**src/rtl/cpri_rom_play_ctrl.sv**
```systemverilog
// CPRI test-pattern ROM playback sequencer: chip-grid align, symbol walk,
// read-valid pipeline, SOP strobe and drain/done handshake.
// Ports: clk, rst_n (sync, active-low), start_i, stop_i -> busy_o,
//   rd_en_o, rd_addr_o, vld_o, sym_idx_o, sym_start_o, sop_o, done_o.
// Build option: define CPRI_PLAY_LOOP_EN to replay periods until stop_i.
module cpri_rom_play_ctrl #(
  parameter int ADDR_DW    = 16,
  parameter int SYM_LEN    = 12672,
  parameter int SYM_PERIOD = 5,
  parameter int ACT_SYM    = 1,
  parameter int CHIP_LEN   = 96,
  parameter int SOP_OFS    = 3,
  parameter int RD_LAT     = 2
) (
  input  logic               clk,
  input  logic               rst_n,
  input  logic               start_i,
  input  logic               stop_i,
  output logic               busy_o,
  output logic               rd_en_o,
  output logic [ADDR_DW-1:0] rd_addr_o,
  output logic               vld_o,
  output logic [2:0]         sym_idx_o,
  output logic               sym_start_o,
  output logic               sop_o,
  output logic               done_o
);

  localparam int CW = $clog2(CHIP_LEN + 1);
  localparam int DW = $clog2(RD_LAT + 1);

  localparam logic [CW-1:0]      CHIP_LAST = CW'(CHIP_LEN - 1);
  localparam logic [CW-1:0]      SOP_AT    = CW'(SOP_OFS);
  localparam logic [ADDR_DW-1:0] ADDR_LAST = ADDR_DW'(SYM_LEN - 1);
  localparam logic [2:0]         SYM_LAST  = 3'(SYM_PERIOD - 1);
  localparam logic [3:0]         ACT_N     = 4'(ACT_SYM);
  localparam logic [DW-1:0]      DRN_LAST  = DW'(RD_LAT - 1);

  typedef enum logic [1:0] {
    IDLE,
    ALIGN,
    PLAY,
    DRAIN
  } state_e;

  state_e               state_q, state_d;
  logic [CW-1:0]        chip_q, chip_d;
  logic [ADDR_DW-1:0]   addr_q, addr_d;
  logic [2:0]           sym_q, sym_d;
  logic                 stop_pend_q, stop_pend_d;
  logic [DW-1:0]        drn_q, drn_d;

  logic                 rd_en_q, rd_en_d;
  logic [ADDR_DW-1:0]   rd_addr_q, rd_addr_d;
  logic [2:0]           sym_idx_q, sym_idx_d;
  logic                 sym_start_q, sym_start_d;
  logic                 sop_q, done_q, done_d;
  logic [RD_LAT-1:0]    vld_sr_q;

  logic sym_end, per_end, stop_now;

  always_comb begin
    state_d     = state_q;
    addr_d      = addr_q;
    sym_d       = sym_q;
    stop_pend_d = stop_pend_q;
    drn_d       = drn_q;
    chip_d      = (chip_q == CHIP_LAST) ? '0 : chip_q + CW'(1);
    sym_end     = (addr_q == ADDR_LAST);
    per_end     = sym_end && (sym_q == SYM_LAST);
    // a stop seen on the last word of a symbol ends that same symbol
    stop_now    = stop_pend_q | stop_i;

    unique case (state_q)
      IDLE: begin
        if (start_i && !stop_i) state_d = ALIGN;
      end
      ALIGN: begin
        if (stop_i) begin
          state_d = IDLE;
        end else if (chip_q == CHIP_LAST) begin
          state_d     = PLAY;
          addr_d      = '0;
          sym_d       = '0;
          stop_pend_d = 1'b0;
        end
      end
      PLAY: begin
        if (stop_i) stop_pend_d = 1'b1;
        if (sym_end) begin
          addr_d = '0;
          if (stop_now) begin
            state_d = DRAIN;
            drn_d   = '0;
          end else if (per_end) begin
`ifdef CPRI_PLAY_LOOP_EN
            sym_d = '0;
`else
            state_d = DRAIN;
            drn_d   = '0;
`endif
          end else begin
            sym_d = sym_q + 3'd1;
          end
        end else begin
          addr_d = addr_q + ADDR_DW'(1);
        end
      end
      DRAIN: begin
        if (drn_q == DRN_LAST) state_d = IDLE;
        else drn_d = drn_q + DW'(1);
      end
      default: state_d = IDLE;
    endcase

    // outputs are registered from next-state so they align with state_q
    rd_en_d     = (state_d == PLAY) && ({1'b0, sym_d} < ACT_N);
    rd_addr_d   = rd_en_d ? addr_d : '0;
    sym_idx_d   = (state_d == PLAY) ? sym_d : 3'd0;
    sym_start_d = (state_d == PLAY) && (addr_d == '0);
    done_d      = (state_q == DRAIN) && (state_d == IDLE);
  end

  always_ff @(posedge clk) begin
    if (!rst_n) begin
      state_q     <= IDLE;
      chip_q      <= '0;
      addr_q      <= '0;
      sym_q       <= '0;
      stop_pend_q <= 1'b0;
      drn_q       <= '0;
      rd_en_q     <= 1'b0;
      rd_addr_q   <= '0;
      sym_idx_q   <= '0;
      sym_start_q <= 1'b0;
      sop_q       <= 1'b0;
      done_q      <= 1'b0;
      vld_sr_q    <= '0;
    end else begin
      state_q     <= state_d;
      chip_q      <= chip_d;
      addr_q      <= addr_d;
      sym_q       <= sym_d;
      stop_pend_q <= stop_pend_d;
      drn_q       <= drn_d;
      rd_en_q     <= rd_en_d;
      rd_addr_q   <= rd_addr_d;
      sym_idx_q   <= sym_idx_d;
      sym_start_q <= sym_start_d;
      sop_q       <= (chip_d == SOP_AT);
      done_q      <= done_d;
      vld_sr_q[0] <= rd_en_q;
      for (int i = 1; i < RD_LAT; i++) begin
        vld_sr_q[i] <= vld_sr_q[i-1];
      end
    end
  end

  assign busy_o      = (state_q != IDLE);
  assign rd_en_o     = rd_en_q;
  assign rd_addr_o   = rd_addr_q;
  assign vld_o       = vld_sr_q[RD_LAT-1];
  assign sym_idx_o   = sym_idx_q;
  assign sym_start_o = sym_start_q;
  assign sop_o       = sop_q;
  assign done_o      = done_q;

endmodule

```
**config.mk**
```make
export PLATFORM = sky130hd
export DESIGN_NAME = cpri_rom_play_ctrl
export DESIGN_NICKNAME = d
export VERILOG_FILES = /design/src/rtl/cpri_rom_play_ctrl.sv
export SDC_FILE = /design/constraint.sdc
export NUM_CORES = 1
export LEC_CHECK = 0
export ABC_AREA = 1
export BUFFER_PORTS_ARGS = -buffer_cell sky130_fd_sc_hd__buf_2
export CAP_MARGIN = 15
export CORE_ASPECT_RATIO = 1.2
export CORE_UTILIZATION = 34
export DETAILED_ROUTE_END_ITERATION = 16
export HOLD_SLACK_MARGIN = 0.06
export MAX_ROUTING_LAYER = met4
export SYNTH_ARGS = -nofsm -noshare
export SYNTH_HDL_FRONTEND = slang
export SYNTH_SLANG_ARGS = --single-unit
```
**constraint.sdc**
```tcl
create_clock -name clk -period 2.5 [get_ports clk]
set_clock_uncertainty 0.05 [all_clocks]
set_input_delay 0.25 -clock clk [delete_from_list [all_inputs] [get_ports clk]]
set_output_delay 0.25 -clock clk [all_outputs]
set_load 0.05 [all_outputs]
```
[Word-level counts from Yosys, hierarchy flattened]
Index checks and enable logic that the tools add are counted.
Storage, ports and cells
  register bits: 56
  latch bits: 0
  RAM bits: 0
  bits in read-only memories: 0
  input bits: 4
  output and inout port bits: 25
  logic and storage cells: 78
  memories kept: 0
Cells by class
  add/sub/neg operators: 4
  multipliers: 0
  divide/modulo/power cells: 0
  order comparisons: 1
  eq/ne operators: 15
  shifts and indexed selects: 0
  multiplexer cells: 28
  bitwise operators: 1
  reduce and logical (&&, ||, !) cells: 16
Operators by type and width (number)
  16-bit 2-to-1 mux: 3
  16-bit one-hot mux with 2 select lines: 1
  2-bit 2-to-1 mux: 11
  16-bit by 1-bit adder with 16-bit output, second input constant: 1
  16-bit by 14-bit == test with 1-bit output, second input constant: 1
  16-bit logical NOT: 1
  3-bit 2-to-1 mux: 5
  2-bit inequality test, second input constant: 5
  2-bit one-hot mux with 4 select lines: 1
  4-bit AND reduction: 2
  7-bit by 1-bit adder with 7-bit output, second input constant: 1
  7-bit by 2-bit == test with 1-bit output, second input constant: 1
  7-bit == test, second input constant: 1
  7-bit 2-to-1 mux: 1
  2-bit == test, second input constant: 3
  3-bit one-hot mux with 2 select lines: 1
  2-bit nonzero test: 3
  1-bit logical AND: 5
  2-bit by 1-bit == test with 1-bit output, second input constant: 2
  2-bit logical NOT: 2
  2-bit one-hot mux with 2 select lines: 1
  2-bit AND reduction: 2
  3-bit by 1-bit adder with 3-bit output, second input constant: 1
  3-bit == test, second input constant: 1
  7 further kinds: 9

[Depth between registers and ports, before layout]
Gate-level depths: netlist of the first run.
  word-level depth: 9
  gate-level depth with buffers: 15

[Least setup slack after synthesis of the first run]
OpenSTA, ideal clock, no wires.
  kind: register to register
  from: reg state_q[0]
  to: reg sym_start_q, in the netlist sym_start_o
  arrival time: 1.761 ns
  path slack: 0.577 ns
  cell stages (with the launch flop): 13
  buffers on the path: 1
  clock period less this slack: 1.923 ns
  cells stage by stage: dfxtp_1 > inv_1 > ha_1 > nand2_1 > inv_1 > clkbuf_1 > nand2_1 > o21ai_0 > nand2_1 > nand3_1 > nor2_1 > nand2_1 > nor2_1
Between the ends
  cells in the longest elaborated chain, start to end: 6
RTL lines
  start, declared: RTL line 46  | state_e state_q, state_d;
  start signal, assigned: RTL line 140  | state_q <= state_d;
  2-bit 2-to-1 mux: RTL line 95  | end else if (per_end) begin
  2-bit 2-to-1 mux: RTL line 92  | if (stop_now) begin
  2-bit 2-to-1 mux: RTL line 90  | if (sym_end) begin
  2-bit one-hot mux with 4 select lines: RTL line 74  | unique case (state_q)
  2-bit == test: RTL line 120  | sym_start_d = (state_d == PLAY) && (addr_d == '0);
  1-bit logical AND *: RTL line 120
  end signal, assigned: RTL line 149  | sym_start_q <= sym_start_d;
  end, declared: RTL line 56  | logic sym_start_q, sym_start_d;
Every way passes the cells marked *; elsewhere a longest branch is shown, timed or not.
A chain may end at the register's enable or synchronous reset.

[Worst setup path in the final report of the first run]
  from: reg state_q[0]
  to: reg rd_addr_q[4], in the netlist rd_addr_o[4]
Between the ends
  cells in the longest elaborated chain, start to end: 7
RTL lines
  2-bit 2-to-1 mux: RTL line 95
  2-bit 2-to-1 mux: RTL line 92
  2-bit 2-to-1 mux: RTL line 90
  2-bit one-hot mux with 4 select lines: RTL line 74
  2-bit == test: RTL line 117  | rd_en_d = (state_d == PLAY) && ({1'b0, sym_d} < ACT_N);
  1-bit logical AND: RTL line 117
  2-bit AND reduction (no source line)
  end signal, assigned: RTL line 147  | rd_addr_q <= rd_addr_d;
  end, declared: RTL line 54  | logic [ADDR_DW-1:0] rd_addr_q, rd_addr_d;
Parallel ways exist; a longest one is shown, timed or not.

==> impl_metrics.env, run 1 <==
export IMPL_post_drt_wl_per_cell_um=12.5
export IMPL_synth_area_leaders="dfxtp_1 39%, nand2_1 13%, nor2_1 8.8%, nand3_1 7.2%, inv_1 5.9%"
export IMPL_fin_total_pwr_mw=1.51
export IMPL_yosysTopAreaCell="dfxtp_1"
export IMPL_viasPerCell=4.90
export IMPL_first_global_vias=2530
export IMPL_cts_buffers=5
export IMPL_die_y_um=102
export IMPL_holdWs_ps=105
export IMPL_layout_common_cells="99 x nand2_1, 67 x nor2_1, 56 x dfxtp_1, 45 x inv_1, 41 x nand3_1"
export IMPL_finalCoreUtilization=0.394
export IMPL_synthesis_nets=422
export IMPL_rr_worst_depth=8
export IMPL_syn2layout_area_growth_pct=12.1
export IMPL_post_cts_resized=0
export IMPL_drtIter0Drc=124
export IMPL_critical_path_class="register to register"
export IMPL_cp_required_ps=2690
export IMPL_cp_max_fo=17
export IMPL_ff2ff_setup_slack_ps=200
export IMPL_vias=2609
export IMPL_antennaDiodeCount=0
export IMPL_hold_path_class="primary input to register"
export IMPL_max_cap_viol_count=0
export IMPL_ys_types=33
export IMPL_synth_edff_count=0
export IMPL_wl_mm=6.67
export IMPL_cts_root_buf="clkbuf_8"
export IMPL_final_area_um2=3200
export IMPL_netlist_area_leader_share=0.393
export IMPL_status="completed"
export IMPL_layout_setup_ws_ps=199
export IMPL_ys_ff_latch=56
export IMPL_place_area_um2=3100
export IMPL_final_min_clock_period_ps=2300
export IMPL_rsz0062_at_grt="false"
export IMPL_cts_tree="done"
export IMPL_cts_hold_buf=0
export IMPL_drive_gt1_frac=0.162
export IMPL_initial_core_util=0.352
export IMPL_fp_dieW_um=85.6
export IMPL_fmax_mhz=435
export IMPL_clock_latency_ps=320
export IMPL_avgSynthCellArea_um2=7.01
export IMPL_crit_start="state_q[0]$_SDFF_PN0_"
export IMPL_synthArstFlopShare=0
export IMPL_syn_instance_count=407
export IMPL_yosysWarnings=0
export IMPL_grt_usage=0.171
export IMPL_final_instance_count_excl_fill=532
export IMPL_floorplan_rows=36
export IMPL_grt_max_degree=32
export IMPL_antenna_found_initial=0
export IMPL_ir_worst_vdd_uv=231
export IMPL_route_detailed_drc=0
export IMPL_cts_buffer_depth=2
export IMPL_worstPathArrival_ps=2490
export IMPL_synthFlopType="dfxtp_1"
export IMPL_final_common_cell="nand2_1"
export IMPL_fp_dieArea_um2=8760
export IMPL_leakage_nw=1.43
export IMPL_finalNetCount=451
export IMPL_tns_ps=0
export IMPL_finalCritPeriodShare=0.921
export IMPL_port_buffers=28
export IMPL_clk_pin_slew_ps=110
export IMPL_globalplace_congestion=0.922
export IMPL_dp_slack_ps=226
export IMPL_place_inst=524
export IMPL_r2r_start="state_q[0]$_SDFF_PN0_"
export IMPL_clock_sinks=56
export IMPL_cts_htree_levels=2
export IMPL_grt_overflow=0
export IMPL_core_area_um2=8110
export IMPL_synth_cell_area_um2=2850
export IMPL_end_kind="register"
export IMPL_tightestPinTransition_ps=516
export IMPL_first_pass_iters=4
export IMPL_max_slew_margin=0.655
export IMPL_ant_nets=0
export IMPL_final_max_slew_violation_count=0
export IMPL_power_density_nw_per_um2=472
export IMPL_crit_end="rd_addr_o[4]$_SDFF_PN0_"
export IMPL_nFillCells=883
export IMPL_setup_viol=0
export IMPL_ys_seq_area_frac=0.393
export IMPL_grt_pass1_wl_mm=11.6
export IMPL_worstSetupStartpointType="register"
export IMPL_hpwlAfterDp_mm=5.10
export IMPL_r2r_end="rd_addr_o[4]$_SDFF_PN0_"
export IMPL_finalHoldViolCount=0
export IMPL_ios=29
export IMPL_post_cts_setup_buffers=0
registers in the layout, summed over array words and instances, names as in the netlist:
signal       flops
rd_addr_o       16
sym_start_o      1
chip_q           7
done_o           1
sop_o            1
state_q          2
rd_en_o          1
sym_idx_o        3
sym_q            3
stop_pend_q      1
drn_q            2
addr_q          16
vld_sr_q         2
routing by layer:
metal,vias to the layer above,track usage,share of wire
met5,-,-,0
li1,1336,-,-
met3,14,0.0299,0.038
met4,0,0.0628,0.019
met1,1202,0.194,0.45
met2,57,0.301,0.49
synth_stat cells, types with 2 or more instances:
| cell | n |
|---|---|
| nor2_2 | 2 |
| nor2_4 | 2 |
| a21oi_4 | 2 |
| inv_1 | 45 |
| buf_2 | 4 |
| and2_1 | 2 |
| ha_1 | 11 |
| nor2_1 | 67 |
| o21ai_0 | 9 |
| nor3_1 | 11 |
| clkinv_1 | 2 |
| nand2_2 | 6 |
| nand3_1 | 41 |
| nand3_2 | 2 |
| o211ai_1 | 3 |
| nand4_1 | 6 |
| dfxtp_1 | 56 |
| xor2_1 | 2 |
| clkbuf_1 | 5 |
| nor3_2 | 10 |
| a21oi_1 | 7 |
| inv_2 | 3 |
| nand2_1 | 99 |
worst min path at each step:
stage | start | endpoint | slack [ps] | depth (start not counted)
floorplan | rst_n | vld_sr_q[0]$_SDFF_PN0_ | 290 | 2
global placement | vld_sr_q[0]$_SDFF_PN0_ | vld_sr_q[1]$_SDFF_PN0_ | 350 | 2
detailed placement | vld_sr_q[0]$_SDFF_PN0_ | vld_sr_q[1]$_SDFF_PN0_ | 360 | 2
CTS | rst_n | vld_sr_q[0]$_SDFF_PN0_ | 110 | 3
global route | rst_n | vld_sr_q[1]$_SDFF_PN0_ | 130 | 3
finish | rst_n | vld_sr_q[1]$_SDFF_PN0_ | 100 | 3
critical path, stage by stage (launching register included):
cell and delay [ps]:
dfxtp_1 410, inv_1 110, ha_1 400, inv_1 130
a21oi_4 300, nand2_1 150, a21oi_4 200, nand3_4 250
nor3_1 210
area by class of cell:
type | count | area (um2) | share of cell area
clock buffer | 5 | 68.8 | 0.0215
sequential | 56 | 1120 | 0.351
timing repair buffer | 33 | 190 | 0.0595
tap | 95 | 119 | 0.0372
inverter | 50 | 188 | 0.0587
clock inverter | 3 | 25.0 | 0.00782
multi-input combinational | 290 | 1490 | 0.465
power by group:
group	switching, mW	internal [mW]	total [mW]
Combinational	0.0592	0.0248	0.0840
Sequential	0.00860	0.899	0.908
Clock	0.314	0.205	0.519
cells by family (layout without fill, tap and decap cells):
family	Yosys count	count (layout)	share of synthesized area
compound gates	25	25	0.0579
xor+xnor	3	3	0.00921
fa+ha+maj	11	11	0.0482
buf+inv	61	91	0.0860
flops	56	56	0.393
simple gates	251	251	0.406
(Power assumes the default switching activity.)
==> run 2: changes to the inputs <==
Settings changed: ABC_AREA 1 to 0.
==> run 2 against run 1 <==
Against the previous run: the run now ends with DRC left; die area down 4.1%; register-to-register slack worse by 120 ps; total power up 6.6%; synthesized cell count down 25%; cell count down 10%; flip-flop and latch count unchanged; hold slack better by 290 ps; critical endpoint unchanged.
==> impl_metrics.env, run 2 <==
export IMPL_status="complete, but fails checks"
export IMPL_violations="DRC"
export IMPL_clock_sinks=56
export IMPL_hpwlAfterDp_mm=4.93
export IMPL_core_area_um2=7750
export IMPL_drtIter0Drc=76
export IMPL_clk_pin_slew_ps=100
export IMPL_synth_cell_area_um2=2730
export IMPL_netlist_area_leader_share=0.410
export IMPL_rsz0062_at_grt="true"
export IMPL_swShare=0.228
export IMPL_cp_max_fo=8
export IMPL_final_instance_count_excl_fill=478
export IMPL_finalHoldViolCount=0
export IMPL_antenna_found_initial=0
export IMPL_switchingPower_mw=0.367
export IMPL_avgSynthCellArea_um2=8.93
export IMPL_power_density_nw_per_um2=449
export IMPL_nFillCells=735
export IMPL_yosysTopAreaCell="dfxtp_1"
export IMPL_clock_latency_ps=320
export IMPL_grt_max_degree=33
export IMPL_globalplace_congestion=0.935
export IMPL_yosysWarnings=0
export IMPL_cts_buffer_depth=2
export IMPL_p_int_mw=1.24
export IMPL_first_global_vias=2376
export IMPL_ys_types=54
export IMPL_final_max_slew_violation_count=0
export IMPL_final_common_cell="buf_4"
export IMPL_syn_instance_count=306
export IMPL_hold_path_class="primary input to register"
export IMPL_viasPerCell=5.09
export IMPL_drive_gt1_frac=0.342
export IMPL_ios=29
export IMPL_wl_mm=6.56
export IMPL_ys_seq_area_frac=0.410
export IMPL_clockPowerShare=0.370
export IMPL_hold_start="rst_n"
export IMPL_tightestPinTransition_ps=490
export IMPL_dp_slack_ps=-26.7
export IMPL_yosys_top_cells_count="56 x dfxtp_1, 28 x nor2_1, 21 x a21oi_1, 21 x and2_1, 18 x nand2_1"
export IMPL_end_kind="register"
export IMPL_hold_end="drn_q[1]$_SDFFE_PN0P_"
export IMPL_multi_input_area_um2=1590
export IMPL_syn2layout_area_growth_pct=31.3
export IMPL_ir_worst_vdd_uv=236
export IMPL_fp_dieW_um=83.8
export IMPL_grt_pass1_wl_mm=10.7
export IMPL_post_drt_wl_per_cell_um=13.7
export IMPL_port_buffers=28
export IMPL_fmax_mhz=412
export IMPL_ff2ff_setup_slack_ps=70
export IMPL_synthArstFlopShare=0
export IMPL_route_detailed_drc=5
export IMPL_cts_tree="done"
export IMPL_tns_ps=0
export IMPL_ant_nets=0
export IMPL_synthFlopType="dfxtp_1"
export IMPL_synth_area_leaders="dfxtp_1 41%, ha_1 5.0%, and2_1 4.8%, a21oi_1 3.8%, nor2_1 3.8%"
export IMPL_cts_buffers=5
export IMPL_finalNetCount=400
export IMPL_max_cap_viol_count=0
export IMPL_regArea_um2=1130
export IMPL_synthesis_nets=321
export IMPL_rr_worst_depth=9
export IMPL_antennaDiodeCount=0
export IMPL_r2r_end="rd_addr_o[4]$_SDFF_PN0_"
export IMPL_cts_htree_levels=2
export IMPL_yosysMostFrequentCell="dfxtp_1"
export IMPL_final_min_clock_period_ps=2430
export IMPL_leakage_nw=1.50
export IMPL_setup_viol=0
export IMPL_max_slew_margin=0.669
export IMPL_grt_usage=0.165
export IMPL_die_y_um=100
export IMPL_first_pass_iters=11
export IMPL_worstSetupStartpointType="register"
export IMPL_worstPathArrival_ps=2630
export IMPL_r2r_start="state_q[1]$_SDFF_PN0_"
export IMPL_cp_required_ps=2710
export IMPL_cts_root_buf="clkbuf_8"
export IMPL_vias=2433
export IMPL_synth_edff_count=0
export IMPL_floorplan_rows=35
export IMPL_holdPathStages=3
export IMPL_initial_core_util=0.353
export IMPL_layout_common_cells="57 x buf_4, 51 x dfxtp_1, 28 x nor2_1, 28 x buf_2, 20 x and2_1"
export IMPL_fp_dieArea_um2=8400
export IMPL_ys_ff_latch=56
export IMPL_place_inst=466
export IMPL_grt_overflow=0
export IMPL_seq_power_share=0.560
export IMPL_critical_path_class="register to register"
export IMPL_finalCritPeriodShare=0.970
export IMPL_layout_setup_ws_ps=74.1
export IMPL_pwr_share_comb=0.070
run 2: layer usage:
layer  vias up  wire (um)  GRT usage
li1       1239          -          -
met1      1137       2810      0.180
met2        39       3330      0.294
met3        18        221     0.0263
met4         0        197     0.0769
met5         -          0          -
run 2: critical path, cell delays in order (launching register included):
cell,delay [ps]
dfxtp_2,380
inv_2,70
ha_4,270
nor4bb_4,270
buf_4,170
a21o_1,160
a21oi_2,80
or4_4,580
buf_8,160
and2b_1,180
run 2: kinds of logic after synthesis:
family,after synthesis,share of synthesized area
adders and majority gates,11,0.0504
AOI/OAI and AO/OA,61,0.142
DFF,56,0.410
and+or+nand+nor,145,0.326
buffers and inverters,26,0.0485
xor gates and xnor gates,6,0.0192
muxes,1,0.00366
run 2: per-stage QoR:
stage                     hold slack (ps)  utilization  cell area [um2]  total power, mW
after floorplan                       355            -             2770            0.983
after global placement                368        0.432             3350             1.03
after detailed placement              375        0.432             3350             1.03
after CTS                             303        0.449             3480             1.62
after global routing                  409        0.463             3590             1.67
final                                 394        0.463             3590             1.61
run 2: power by group through the flow:
stage	sequential [mW]	clock [mW]	combinational, mW
floorplan	0.924	0	0.0595
global placement	0.921	0	0.105
detailed placement	0.921	0	0.105
CTS	0.901	0.610	0.107
global route	0.903	0.642	0.125
finish	0.901	0.596	0.113
run 2: worst max-delay path by stage:
stage	start	to	slack [ps]	depth (start not counted)
2_1_floorplan	addr_q[0]$_SDFF_PN0_	rd_addr_o[5]$_SDFF_PN0_	10	11
3_3_place_gp	state_q[1]$_SDFF_PN0_	sym_start_o$_SDFF_PN0_	-30	10
3_5_place_dp	state_q[0]$_SDFF_PN0_	rd_addr_o[3]$_SDFF_PN0_	-30	9
4_1_cts	state_q[0]$_SDFF_PN0_	rd_addr_o[2]$_SDFF_PN0_	7	8
5_1_grt	drn_q[1]$_SDFFE_PN0P_	rd_addr_o[14]$_SDFF_PN0_	-30	10
6_report	state_q[1]$_SDFF_PN0_	rd_addr_o[4]$_SDFF_PN0_	70	9
run 2: final cells by class:
class	count	area share
inverters	11	0.0115
clock buffers	6	0.0202
flip-flops and latches	56	0.316
multi-input cells	224	0.444
repair buffers	87	0.167
clock inverters	2	0.00976
well taps	92	0.0321
run 2: what timing repair did:
action | CTS | global route
endpoints found under the setup margin | 15 | 18
hold buffers | 0 | 0
cloned | 0 | 0
gates resized for setup | 5 | 21
pin swaps | 3 | 7
setup buffers | 1 | 3
